### src/rtl/rv32i_types.sv
// Shared fetch-stage types: FSM encoding, reset PC, epoch tag and hold-buffer payload.
// Latency: n/a (types only).
// Backpressure: n/a (types only).
package rv32i_types;

    localparam logic [31:0] FETCH_RESET_PC = 32'h6000_0000;

    typedef logic [2:0] branch_id_t;

    typedef enum logic [1:0] {
        IDLE,
        REQ,
        HOLD,
        DRAIN
    } fetch_state_t;

    typedef struct packed {
        logic [31:0] pc;
        logic [31:0] dat;
    } fetch_hold_t;

    function automatic logic [31:0] align_pc(input logic [31:0] addr);
        return {addr[31:2], 2'b00};
    endfunction

endpackage

### src/rtl/fetch_hold_buf.sv
// Single-entry parking register for an instruction that arrived while decode was stalled.
// Latency: capture visible on the next cycle; clear has priority over capture.
// Backpressure: none; the owner decides when to capture and when to release.
module fetch_hold_buf
    import rv32i_types::*;
(
    input  logic        clk,
    input  logic        rst,
    input  logic        capture,
    input  logic        clear,
    input  logic [31:0] cap_pc,
    input  logic [31:0] cap_dat,
    output logic        hold_vld,
    output logic [31:0] hold_pc,
    output logic [31:0] hold_dat
);

    fetch_hold_t entry;

    always_ff @(posedge clk) begin
        if (rst) begin
            hold_vld <= 1'b0;
            entry    <= '0;
        end else if (clear) begin
            hold_vld <= 1'b0;
        end else if (capture) begin
            hold_vld <= 1'b1;
            entry    <= '{pc: cap_pc, dat: cap_dat};
        end
    end

    assign hold_pc  = entry.pc;
    assign hold_dat = entry.dat;

endmodule

### src/rtl/fetch_ctrl.sv
// Fetch sequencer: owns the PC, drives the imem read handshake, loads the IR with an epoch tag (perf counters under FETCH_PERF_CTR_EN).
// Latency: ir_load is combinational with imem_resp; one instruction per two cycles with single-cycle memory.
// Backpressure: stall parks a response in the hold buffer and suspends reads until decode accepts it.
module fetch_ctrl
    import rv32i_types::*;
#(
    parameter logic [31:0] RESET_PC = FETCH_RESET_PC,
    parameter int          BID_W    = 3
) (
    input  logic             clk,
    input  logic             rst,
    output logic             imem_read,
    output logic [31:0]      imem_address,
    input  logic             imem_resp,
    input  logic [31:0]      imem_rdata,
    input  logic             stall,
    input  logic             redirect_valid,
    input  logic [31:0]      redirect_pc,
    output logic             ir_load,
    output logic [31:0]      ir_in,
    output logic [31:0]      ir_pc,
    output logic [BID_W-1:0] branch_id_out
`ifdef FETCH_PERF_CTR_EN
    ,
    output logic [31:0]      perf_fetched,
    output logic [31:0]      perf_dropped
`endif
);

    fetch_state_t     state, state_nxt;
    logic [31:0]      pc, pc_nxt;
    logic [31:0]      drain_addr, drain_nxt;
    logic [BID_W-1:0] epoch, epoch_nxt;

    logic        hb_capture, hb_clear, hb_vld;
    logic [31:0] hb_pc, hb_dat;

    fetch_hold_buf u_hold (
        .clk      (clk),
        .rst      (rst),
        .capture  (hb_capture),
        .clear    (hb_clear),
        .cap_pc   (pc),
        .cap_dat  (imem_rdata),
        .hold_vld (hb_vld),
        .hold_pc  (hb_pc),
        .hold_dat (hb_dat)
    );

    always_ff @(posedge clk) begin
        if (rst) begin
            state      <= IDLE;
            pc         <= RESET_PC;
            epoch      <= '0;
            drain_addr <= '0;
        end else begin
            state      <= state_nxt;
            pc         <= pc_nxt;
            epoch      <= epoch_nxt;
            drain_addr <= drain_nxt;
        end
    end

    always_comb begin
        state_nxt     = state;
        pc_nxt        = pc;
        epoch_nxt     = epoch;
        drain_nxt     = drain_addr;
        imem_read     = 1'b0;
        imem_address  = pc;
        ir_load       = 1'b0;
        ir_in         = '0;
        ir_pc         = '0;
        branch_id_out = '0;
        hb_capture    = 1'b0;
        hb_clear      = 1'b0;

        case (state)
            IDLE: state_nxt = REQ;

            REQ: begin
                imem_read = 1'b1;
                if (redirect_valid) begin
                    // A response landing with the redirect is simply dropped; otherwise wait it out.
                    if (!imem_resp) begin
                        drain_nxt = pc;
                        state_nxt = DRAIN;
                    end
                end else if (imem_resp) begin
                    if (stall) begin
                        hb_capture = 1'b1;
                        state_nxt  = HOLD;
                    end else begin
                        ir_load       = 1'b1;
                        ir_in         = imem_rdata;
                        ir_pc         = pc;
                        branch_id_out = epoch;
                        pc_nxt        = pc + 32'd4;
                    end
                end
            end

            HOLD: begin
                if (redirect_valid) begin
                    hb_clear  = 1'b1;
                    state_nxt = REQ;
                end else if (!stall) begin
                    ir_load       = hb_vld;
                    ir_in         = hb_dat;
                    ir_pc         = hb_pc;
                    branch_id_out = epoch;
                    hb_clear      = 1'b1;
                    pc_nxt        = hb_vld ? pc + 32'd4 : pc;
                    state_nxt     = REQ;
                end
            end

            DRAIN: begin
                imem_read    = 1'b1;
                imem_address = drain_addr;
                // The stale read completing ends the drain even if another redirect arrives with it.
                if (imem_resp) state_nxt = REQ;
            end

            default: state_nxt = IDLE;
        endcase

        if (redirect_valid) begin
            pc_nxt    = align_pc(redirect_pc);
            epoch_nxt = epoch + BID_W'(1);
            if (state == IDLE) state_nxt = REQ;
        end
    end

`ifdef FETCH_PERF_CTR_EN
    logic resp_drop;
    assign resp_drop = imem_resp && ((state == REQ && redirect_valid) || state == DRAIN);

    always_ff @(posedge clk) begin
        if (rst) begin
            perf_fetched <= '0;
            perf_dropped <= '0;
        end else begin
            if (ir_load && perf_fetched != 32'hFFFF_FFFF) perf_fetched <= perf_fetched + 32'd1;
            if (resp_drop && perf_dropped != 32'hFFFF_FFFF) perf_dropped <= perf_dropped + 32'd1;
        end
    end
`endif

endmodule

### config.mk
export PLATFORM = sky130hd
export DESIGN_NAME = fetch_ctrl
export DESIGN_NICKNAME = d
export VERILOG_FILES = /design/src/rtl/rv32i_types.sv /design/src/rtl/fetch_hold_buf.sv /design/src/rtl/fetch_ctrl.sv
export SDC_FILE = /design/constraint.sdc
export NUM_CORES = 1
export LEC_CHECK = 0
export CORE_ASPECT_RATIO = 0.75
export CORE_MARGIN = 3
export CORE_UTILIZATION = 35
export CTS_CLUSTER_SIZE = 20
export DETAILED_ROUTE_END_ITERATION = 8
export DONT_BUFFER_PORTS = 1
export PLACE_DENSITY = 0.6
export RECOVER_POWER = 100
export SKIP_LAST_GASP = 1
export SLEW_MARGIN = 20
export SYNTH_ARGS = -nofsm -noshare
export SYNTH_HDL_FRONTEND = slang
export SYNTH_HIERARCHICAL = 1
export SYNTH_SLANG_ARGS = --single-unit
### constraint.sdc
create_clock -name clk -period 4.8 [get_ports clk]
set_input_delay 0.24 -clock clk [delete_from_list [all_inputs] [get_ports clk]]
set_output_delay 0.24 -clock clk [all_outputs]
set_load 0.02 [all_outputs]
==> run summary, run 1 <==
outcome: finished with violations
failing checks: max-capacitance violations, max-slew violations
HP Class: primary input to flop
share of flip-flops with an asynchronous set or reset: 0%
commonest non-fill, non-tap cell in the layout: dfxtp_1
Worst Hold Endpoint: pc[13]
CTS tree: built
Gate Count Post-Synth: 919
# IOs: 170
RSZ-0062 raised after global routing: false
drt first pass iters: 5
CP Data Arrival Time: 3.57 ns
Post-Syn Area per Cell: 8.66 µm²
Worst R2R End: u_hold/hold_dat[10]
Final Max Tran Viols: 201
final setup fails: 0
Total Power: 2810 µW
post-synth top area share: 32.7%
Hold Path Depth: 2
die area: 24600 µm²
setup bufs post-CTS: 0
leading area contributor after synthesis: dfxtp_1
synth top area cells: dfxtp_1, nand4bb_1, o21ai_2
post-route ant nets: 0
H-Tree Depth: 4
worst reg-to-reg path cell count: 6
Synth Register Bits: 130
Total GRT Usage: 19.5%
Power Density: 320 nW/µm²
Post-synth EDFFs: 0
clock sinks: 130
Final Hold Fails: 0
Yosys cell types: 60
worst r2r src: state[0]
Routed WL: 25.0 mm
most used flip-flop cell after synthesis: dfxtp_1
Max VDD drop: 0.000216 V
clk slew on worst S/H paths: 0.06 ns
Vias per Instance: 5.79
CP Data Required Time: 4.56 ns
Iter 0 DRT Violations: 580
max cap viols: 3
cts bufs inserted: 17
Least-Margin Pin Slew: 2.74 ns
Crit Path Max Fanout: 66
Die H: 137 µm
Clock Latency Late Sink: 0.42 ns
kind of critical path: flop to output port
drt drc: 0
synthesized cell area: 7960 µm²
reg-to-reg slack, setup: 1.17 ns
root buf cell: clkbuf_16
Overflow after GRT: 0
static leakage: 0.00263 µW
hold_sp: redirect_pc[13]
vias in the first global route: 6452
CTS Buffer Depth: 2
post-route minimum period: 3.81 ns
Die W: 180 µm
DR WL/cell: 20.8 µm
TNS Setup: 0 ns
largest net degree at the start of global routing: 132
slew margin rel.: -82.5%
hold buffers post-CTS: 47
DR vias: 6958
crit path launch type: flop
num rows: 47
Starting Density: 35.9%
Final Non-Filler Cells: 1201
first-pass GRT wire length: 38.3 mm
NumNets Final: 969
commonest non-fill, non-tap cells in the layout: dfxtp_1, nand2_1, nand2b_1
crit path capture type: output port
Post-CTS Resized: 0
DP Cell Count: 1121
fin crit share: 79.4%
initial antenna violation count: 2
FMAX: 262 MHz
Core Footprint: 22200 µm²
register area share after synthesis: 32.7%
RD Place Congestion: 0.789
Port Buffer Count: 0
area delta synth->final: 10.3%
Yosys warnings: 6
layout cell share with drive strength beyond 1: 6.95%
hold_ws: 0.00591 ns
clock skew: 0.0105 ns
hpwl dp: 14.6 mm
## report_power, final
| group | switching, µW | internal (µW) |
|---|---|---|
| Clock | 549 | 801 |
| Sequential | 63.7 | 1110 |
| Combinational | 158 | 123 |
## kinds of logic (layout without fill, tap and decap cells)
kind of cell | Yosys count | after routing | share of synthesized area, %
flops | 130 | 130 | 32.7
mux | 32 | 32 | 4.50
xor+xnor | 6 | 6 | 0.661
fa+ha+maj | 7 | 7 | 1.10
compound gates | 226 | 226 | 20.9
other cells | 1 | 5 | 0.0471
simple gates | 401 | 401 | 32.5
buf+inv | 116 | 100 | 7.52
## critical path: stages (launching register included)
cell	delay, ns
dfxtp_1	0.36
inv_1	0.13
ha_1	0.30
nor3b_2	0.20
clkbuf_2	1.14
o21ai_0	0.52
nor2_1	0.49
## cell usage after synthesis, drive strengths merged, types with 2 or more instances
cell,instances
inv,13
and2,5
xnor2,5
o21ai,75
o211ai,2
a221oi,2
o31a,2
o31ai,13
mux2,30
and4,5
nor2,31
nor2b,67
or4,14
ha,7
nor3,12
a22oi,63
nand4bb,64
or3,8
a21oi,33
nand2,79
nand2b,67
nor3b,4
a311oi,15
buf,41
clkbuf,60
a2111oi,3
or2,2
a211oi,6
nand3,14
nand4,10
mux2i,2
dfxtp,130
nor4,9
a31oi,5
and3,8
a221o,2
## through the flow
stage | util (%) | setup WS [ns] | cell area (µm²)
detailed placement | 35.5 | 2.02 | 7870
floorplan | - | 2.50 | 7970
CTS | 40.4 | 1.55 | 8970
global placement | 35.5 | 2.03 | 7870
global route | 39.6 | 0.701 | 8770
finish | 39.6 | 0.987 | 8780
## sequential cells by signal, indices dropped and copies added (netlist names)
| name | count |
|---|---|
| drain_addr | 30 |
| epoch | 3 |
| pc | 30 |
| state | 2 |
| u_hold/hold_dat | 32 |
| u_hold/hold_pc | 32 |
| u_hold/hold_vld | 1 |
## worst max path at each step
stage	startpoint	to
finish	state[0]	branch_id_out[1]
global route	state[0]	branch_id_out[1]
CTS	state[0]	branch_id_out[1]
detailed placement	state[0]	branch_id_out[1]
global placement	state[0]	branch_id_out[1]
floorplan	state[0]	branch_id_out[0]
## metal layers
| metal | part of all wire (%) | track usage (%) | vias up |
|---|---|---|---|
| met5 | 0.052 | 0 | - |
| met4 | 0.72 | 3.79 | 2 |
| met3 | 6.7 | 5.31 | 12 |
| met2 | 45 | 29.9 | 204 |
| met1 | 47 | 27.8 | 3446 |
| li1 | - | - | 3294 |
## layout make-up
class | instances | area (µm²)
tap | 294 | 368
sequential | 130 | 2600
antenna | 1 | 2.50
clock buffer | 19 | 453
clock inverter | 13 | 151
fill | 2233 | 13400
timing repair buffer | 55 | 536
inverter | 13 | 48.8
multi-input combinational | 676 | 4620
Power figures use the tool's default switching activity.
==> run 2: changes to the inputs <==
PLACE_DENSITY = 0.62   (was 0.6)
clock period = 3.3 ns   (was 4.8 ns; I/O delays follow)
==> run summary, run 2 (synthesized netlist as in run 1, its figures left out) <==
crit path launch type: flop (unchanged)
Final Max Tran Viols: 98 (was 201)
FMAX: 359 MHz
crit path capture type: output port (unchanged)
Max VDD drop: 0.000306 V (was 0.000216 V)
final setup fails: 0 (unchanged)
RD Place Congestion: 0.809 (was 0.789)
fin crit share: 84.5%
largest net degree at the start of global routing: 187 (was 132)
sw frac: 30.4% (was 27.4%)
Iter 0 DRT Violations: 549 (was 580)
CTS tree: built (unchanged)
vias in the first global route: 6444 (was 6452)
max cap viols: 2 (was 3)
layout cell share with drive strength beyond 1: 7.74% (was 6.95%)
# IOs: 170 (unchanged)
Worst R2R End: pc[17] (was u_hold/hold_dat[10])
commonest non-fill, non-tap cells in the layout: dfxtp_1, nand2_1, nand2b_1, nor2b_1, nand4bb_1 (was dfxtp_1, nand2_1, nand2b_1)
Final Hold Fails: 0 (unchanged)
Clk network pwr share: 46.8% (was 48.1%)
reg-to-reg slack, setup: 0.52 ns (was 1.17 ns)
Crit Path Max Fanout: 66 (unchanged)
drt first pass iters: 5 (unchanged)
post-route ant nets: 0 (unchanged)
DR WL/cell: 20.4 µm (was 20.8 µm)
hold_ws: 0.0288 ns (was 0.00591 ns)
worst r2r src: pc[7] (was state[0])
Vias per Instance: 5.81 (was 5.79)
clk slew on worst S/H paths: 0.07 ns (was 0.06 ns)
Starting Density: 35.9% (unchanged)
Post-CTS Resized: 0 (unchanged)
H-Tree Depth: 4 (unchanged)
HP Class: primary input to flop (unchanged)
Worst Setup SP: state[0] (unchanged)
internal power: 2830 µW (was 2040 µW)
cts bufs inserted: 17 (unchanged)
drt drc: 0 (unchanged)
first-pass GRT wire length: 38.3 mm (about the same)
worst reg-to-reg path cell count: 4 (was 6)
Overflow after GRT: 0 (unchanged)
failing checks: max-capacitance violations, max-slew violations (unchanged)
Port Buffer Count: 0 (unchanged)
combinational power share: 11.3% (was 10.0%)
kind of critical path: flop to output port (unchanged)
clock sinks: 130 (unchanged)
DR vias: 7111 (was 6958)
initial antenna violation count: 1 (was 2)
area delta synth->final: 13.0% (was 10.3%)
hold buffers post-CTS: 64 (was 47)
switching pwr: 1240 µW (was 770 µW)
Total GRT Usage: 19.6% (was 19.5%)
Die H: 137 µm (unchanged)
Core Footprint: 22200 µm² (unchanged)
die area: 24600 µm² (unchanged)
CP Data Required Time: 3.13 ns (was 4.56 ns)
static leakage: 0.00273 µW (was 0.00263 µW)
critical path capture point: ir_pc[26] (was branch_id_out[1])
clock skew: 0.0153 ns (was 0.0105 ns)
outcome: finished with violations (unchanged)
Least-Margin Pin Slew: 1.53 ns (was 2.74 ns)
slew margin rel.: -1.75% (was -82.5%)
Power Density: 453 nW/µm² (was 320 nW/µm²)
num rows: 47 (unchanged)
post-route minimum period: 2.79 ns
sequential share of power: 41.9% (about the same)
CP Data Arrival Time: 2.62 ns (was 3.57 ns)
Die W: 180 µm (unchanged)
NumNets Final: 993 (was 969)
Clock Latency Late Sink: 0.44 ns (was 0.42 ns)
root buf cell: clkbuf_16 (unchanged)
hpwl dp: 15.0 mm (was 14.6 mm)
# diodes: 0 (was 1)
Routed WL: 25.0 mm (unchanged)
commonest non-fill, non-tap cell in the layout: dfxtp_1 (unchanged)
setup bufs post-CTS: 0 (unchanged)
RSZ-0062 raised after global routing: false (unchanged)
TNS Setup: 0 ns (unchanged)
CTS Buffer Depth: 2 (unchanged)
==> run 2: cell count changes in the layout (fill, tap and decap cells not counted), sizes merged <==
| cell | before | now |
|---|---|---|
| clkinvlp | 4 | 1 |
| dlygate4sd3 | 46 | 63 |
| clkinv | 4 | 1 |
| bufinv | 2 | 0 |
| inv | 16 | 26 |
| buf | 5 | 10 |
| diode | 1 | 0 |
==> run 2: routing by layer <==
metal  up-vias  routed length [µm]  track usage (%)  part of all wire [%]
li1       3337                   -                -                     -
met4         2                 341             5.54                   1.4
met3        18                1980             5.39                   7.9
met1      3492               11800             28.5                    47
met2       262               10900             28.5                    44
met5         -                  12                0                 0.048
==> run 2: per-stage QoR <==
step	cells	power [µW]	cell area, µm²	util, %	setup slack, ns
3_3_place_gp	1128	2110	7950	35.9	0.756
6_report	1224	4070	8990	40.5	0.512
3_5_place_dp	1128	2110	7950	35.9	0.698
4_1_cts	1224	4140	9190	41.5	0.534
2_1_floorplan	922	2050	7970	-	1.07
5_1_grt	1224	4240	8990	40.5	0.272
==> run 2: how the worst min path moves through the flow <==
stage	startpoint	to	cells past startpoint
2_1_floorplan	redirect_pc[8]	pc[8]	2
3_3_place_gp	rst	drain_addr[25]	1
3_5_place_dp	rst	drain_addr[25]	1
4_1_cts	redirect_valid	pc[11]	2
5_1_grt	redirect_pc[30]	pc[30]	2
6_report	redirect_pc[30]	pc[30]	2
==> run 2: critical path, cell delays in order (launching register included) <==
cell and delay, ns:
dfxtp_1 0.36, inv_1 0.12, ha_1 0.31, nor3b_1 0.37
buf_12 0.35, a22oi_1 0.16, nor2b_1 0.52
==> run 2: area by class of cell <==
| cell class | count | area [µm²] |
|---|---|---|
| Clock buffer | 17 | 425 |
| Inverter | 13 | 48.8 |
| Fill cell | 2262 | 13200 |
| Tap cell | 294 | 368 |
| Timing Repair Buffer | 79 | 777 |
| Multi-Input combinational cell | 676 | 4610 |
| Sequential cell | 130 | 2600 |
| Clock inverter | 15 | 155 |
==> run 2: power groups by stage <==
stage | Combinational (µW) | Sequential, µW | Clock, µW
floorplan | 359 | 1700 | 0
global placement | 368 | 1740 | 0
detailed placement | 373 | 1740 | 0
CTS | 475 | 1700 | 1960
global route | 499 | 1710 | 2030
finish | 459 | 1700 | 1910
==> run 3: changes to the inputs <==
ABC_AREA = 1   (was default)
PLACE_DENSITY = 0.6   (was 0.62)
clock period = 2.59 ns   (was 3.3 ns; I/O delays follow)
==> run summary, run 3 <==
outcome: finished, final reports clean (was finished with violations)
TNS Setup: 0 ns (unchanged)
Final Max Tran Viols: 0 (was 98)
most used flip-flop cell after synthesis: dfxtp_1 (unchanged)
Post-Syn Area per Cell: 6.17 µm² (was 8.66 µm²)
H-Tree Depth: 4 (unchanged)
Total GRT Usage: 21.4% (was 19.6%)
static leakage: 0.00349 µW (was 0.00273 µW)
post-synthesis xor/xnor area fraction: 0.791% (was 0.661%)
RSZ-0062 raised after global routing: false (unchanged)
crit path buf inv count: 3 (was 2)
Synth Register Bits: 130 (unchanged)
CTS Buffer Depth: 2 (unchanged)
Vias per Instance: 5.25 (was 5.81)
DR vias: 8380 (was 7111)
post-route minimum period: 2.44 ns
CP Data Required Time: 2.46 ns (was 3.13 ns)
Starting Density: 36.1% (was 35.9%)
Routed WL: 26.2 mm (was 25.0 mm)
largest net degree at the start of global routing: 127 (was 187)
DP Cell Count: 1498 (was 1128)
Core Footprint: 21500 µm² (was 22200 µm²)
CTS tree: built (unchanged)
commonest non-fill, non-tap cells in the layout: nand2_1, nor2_1, nand3_1 (was dfxtp_1, nand2_1, nand2b_1, nor2b_1, nand4bb_1)
DR WL/cell: 16.4 µm (was 20.4 µm)
Overflow after GRT: 0 (unchanged)
area delta synth->final: 19.9% (was 13.0%)
Gate Count Post-Synth: 1256 (was 919)
Iter 0 DRT Violations: 785 (was 549)
CP Data Arrival Time: 2.31 ns (was 2.62 ns)
Power Density: 604 nW/µm² (was 453 nW/µm²)
post-synthesis adder-cell area fraction: 1.13% (was 1.10%)
crit path capture type: output port (unchanged)
root buf cell: clkbuf_16 (unchanged)
reg-to-reg slack, setup: 0.21 ns (was 0.52 ns)
post-synth top area share: 33.6% (was 32.7%)
commonest non-fill, non-tap cell in the layout: nand2_1 (was dfxtp_1)
largest family of logic cells by synthesized area: simple AND/OR/NAND/NOR gates (unchanged)
vias in the first global route: 7375 (was 6444)
CP top delay family: buffers and inverters (was simple AND/OR/NAND/NOR gates)
Clock Latency Late Sink: 0.42 ns (was 0.44 ns)
leading area contributor after synthesis: dfxtp_1 (unchanged)
max cap viols: 0 (was 2)
initial antenna violation count: 2 (was 1)
post-route ant nets: 0 (unchanged)
RD Place Congestion: 0.928 (was 0.809)
NumNets Final: 1369 (was 993)
first-pass GRT wire length: 40.9 mm (was 38.3 mm)
clk slew on worst S/H paths: 0.06 ns (was 0.07 ns)
Final Hold Fails: 0 (unchanged)
register area share after synthesis: 33.6% (was 32.7%)
Post-synth top cells: nand2_1, nor2_1, nand3_1, dfxtp_1 (was dfxtp_1, nand2_1, nand2b_1, nor2b_1, nand4bb_1)
Worst path slowest cell: buf_4 (was nor2b_1)
final setup fails: 0 (unchanged)
layout cell share with drive strength beyond 1: 7.50% (was 7.74%)
CP max stage delay: 0.39 ns (was 0.52 ns)
Die H: 135 µm (was 137 µm)
cts bufs inserted: 17 (unchanged)
drt drc: 0 (unchanged)
Synth Area in Compound Gates: 13.5% (was 20.9%)
drt first pass iters: 5 (unchanged)
Port Buffer Count: 0 (unchanged)
crit path launch type: flop (unchanged)
num rows: 46 (was 47)
die area: 24000 µm² (was 24600 µm²)
kind of critical path: flop to output port (unchanged)
HP Class: primary input to flop (unchanged)
count leader, synth: nand2_1 (was dfxtp_1)
clock skew: 0.00911 ns (was 0.0153 ns)
Final Non-Filler Cells: 1595 (was 1224)
Max VDD drop: 0.000411 V (was 0.000306 V)
fin crit share: 94.0%
Crit Path Max Fanout: 36 (was 66)
worst path cell trace: inv_1, ha_2, buf_4, nand3_1, nand2_1, nand2_1, a21oi_1, buf_4 (was inv_1, ha_1, nor3b_1, buf_12, a22oi_1, nor2b_1)
simple logic cell fraction of the synthesized area: 39.2% (was 32.5%)
synth top area cells: dfxtp_1, nand2_1, nand3_1 (was dfxtp_1, nand4bb_1, o21ai_2)
synthesized cell area: 7750 µm² (was 7960 µm²)
# IOs: 170 (unchanged)
slew margin rel.: 4.44% (was -1.75%)
Post-synth EDFFs: 0 (unchanged)
post-synthesis mux area share: 0% (was 4.50%)
FMAX: 411 MHz
Least-Margin Pin Slew: 1.43 ns (was 1.53 ns)
Yosys cell types: 30 (was 60)
clock sinks: 130 (unchanged)
Yosys warnings: 6 (unchanged)
share of flip-flops with an asynchronous set or reset: 0% (unchanged)
hpwl dp: 16.7 mm (was 15.0 mm)
Die W: 178 µm (was 180 µm)
-- run 3: cell types whose count changed after synthesis, moves of 55 or more --
cell	before	now
nor2_1	31	215
nand3_1	13	162
nand2_1	79	225
inv_1	12	114
a21oi_1	33	114
o21ai_0	11	80
nand2b_1	67	0
nor2b_1	66	0
nand4bb_1	64	0
a22oi_1	63	0
o21ai_2	55	0
-- run 3: metrics by stage --
stage / area (µm²) / worst slack (ns) / utilization, % / hold WS, ns / power (µW)
5_1_grt: 9300 / 0.0101 / 43.3 / 0.0604 / 5870
2_1_floorplan: 7760 / 0.809 / - / 0.206 / 2740
3_3_place_gp: 8110 / 0.589 / 37.8 / 0.205 / 2900
3_5_place_dp: 8110 / 0.602 / 37.8 / 0.208 / 2910
4_1_cts: 9390 / 0.139 / 43.8 / 0.0172 / 5690
6_report: 9300 / 0.154 / 43.3 / 0.0382 / 5610
-- run 3: final cells by class --
type,count,area (µm²)
fill,2275,12200
sequential,130,2600
inverter,123,462
clock buffer,17,425
timing repair buffer,110,963
tap,288,360
antenna,1,2.50
clock inverter,15,219
multi-input combinational,911,4260
-- run 3: report_power, final --
part	leakage (µW)	switching (µW)	internal (µW)	total, µW
Combinational	0.00211	517	247	763
Sequential	0.00106	89.7	2100	2190
Clock	0.000316	1020	1640	2660
-- run 3: kinds of logic (layout without fill, tap and decap cells) --
group           Yosys count  in the layout
compound gates          204            204
xor+xnor                  7              7
flops                   130            130
other cells               1              5
simple gates            689            689
buf+inv                 218            265
fa+ha+maj                 7              7
-- run 3: path summary, 6_finish.rpt --
| check | start | endpoint | cells after the start |
|---|---|---|---|
| worst min register to register | drain_addr[10] | drain_addr[10] | 2 |
| worst max-delay path | state[1] | ir_load | 8 |
| worst max register to register | state[0] | pc[21] | 11 |
| worst min-delay path | redirect_pc[28] | pc[28] | 4 |
-- run 3: worst min-delay path, cell delays in order --
cell and delay [ns]:
nor2_1 0.11, nor2_1 0.06, nand2_1 0.06, a21oi_1 0.05
-- run 3: repair_timing --
item | CTS | global route
hold endpoints to repair | 71 | 0
resized for setup | 0 | 3
buffers inserted | 0 | 0
hold buffers | 64 | 0
endpoints found under the setup margin | 0 | 3
-- run 3: routing by layer --
metal | global-route usage (%) | part of all wire, % | up-vias | wire length (µm)
li1 | - | - | 4185 | -
met1 | 29.9 | 46 | 3896 | 12100
met2 | 32.0 | 44 | 265 | 11600
met3 | 6.44 | 7.6 | 32 | 1990
met4 | 6.02 | 1.8 | 2 | 473
met5 | 0 | 0.050 | - | 13
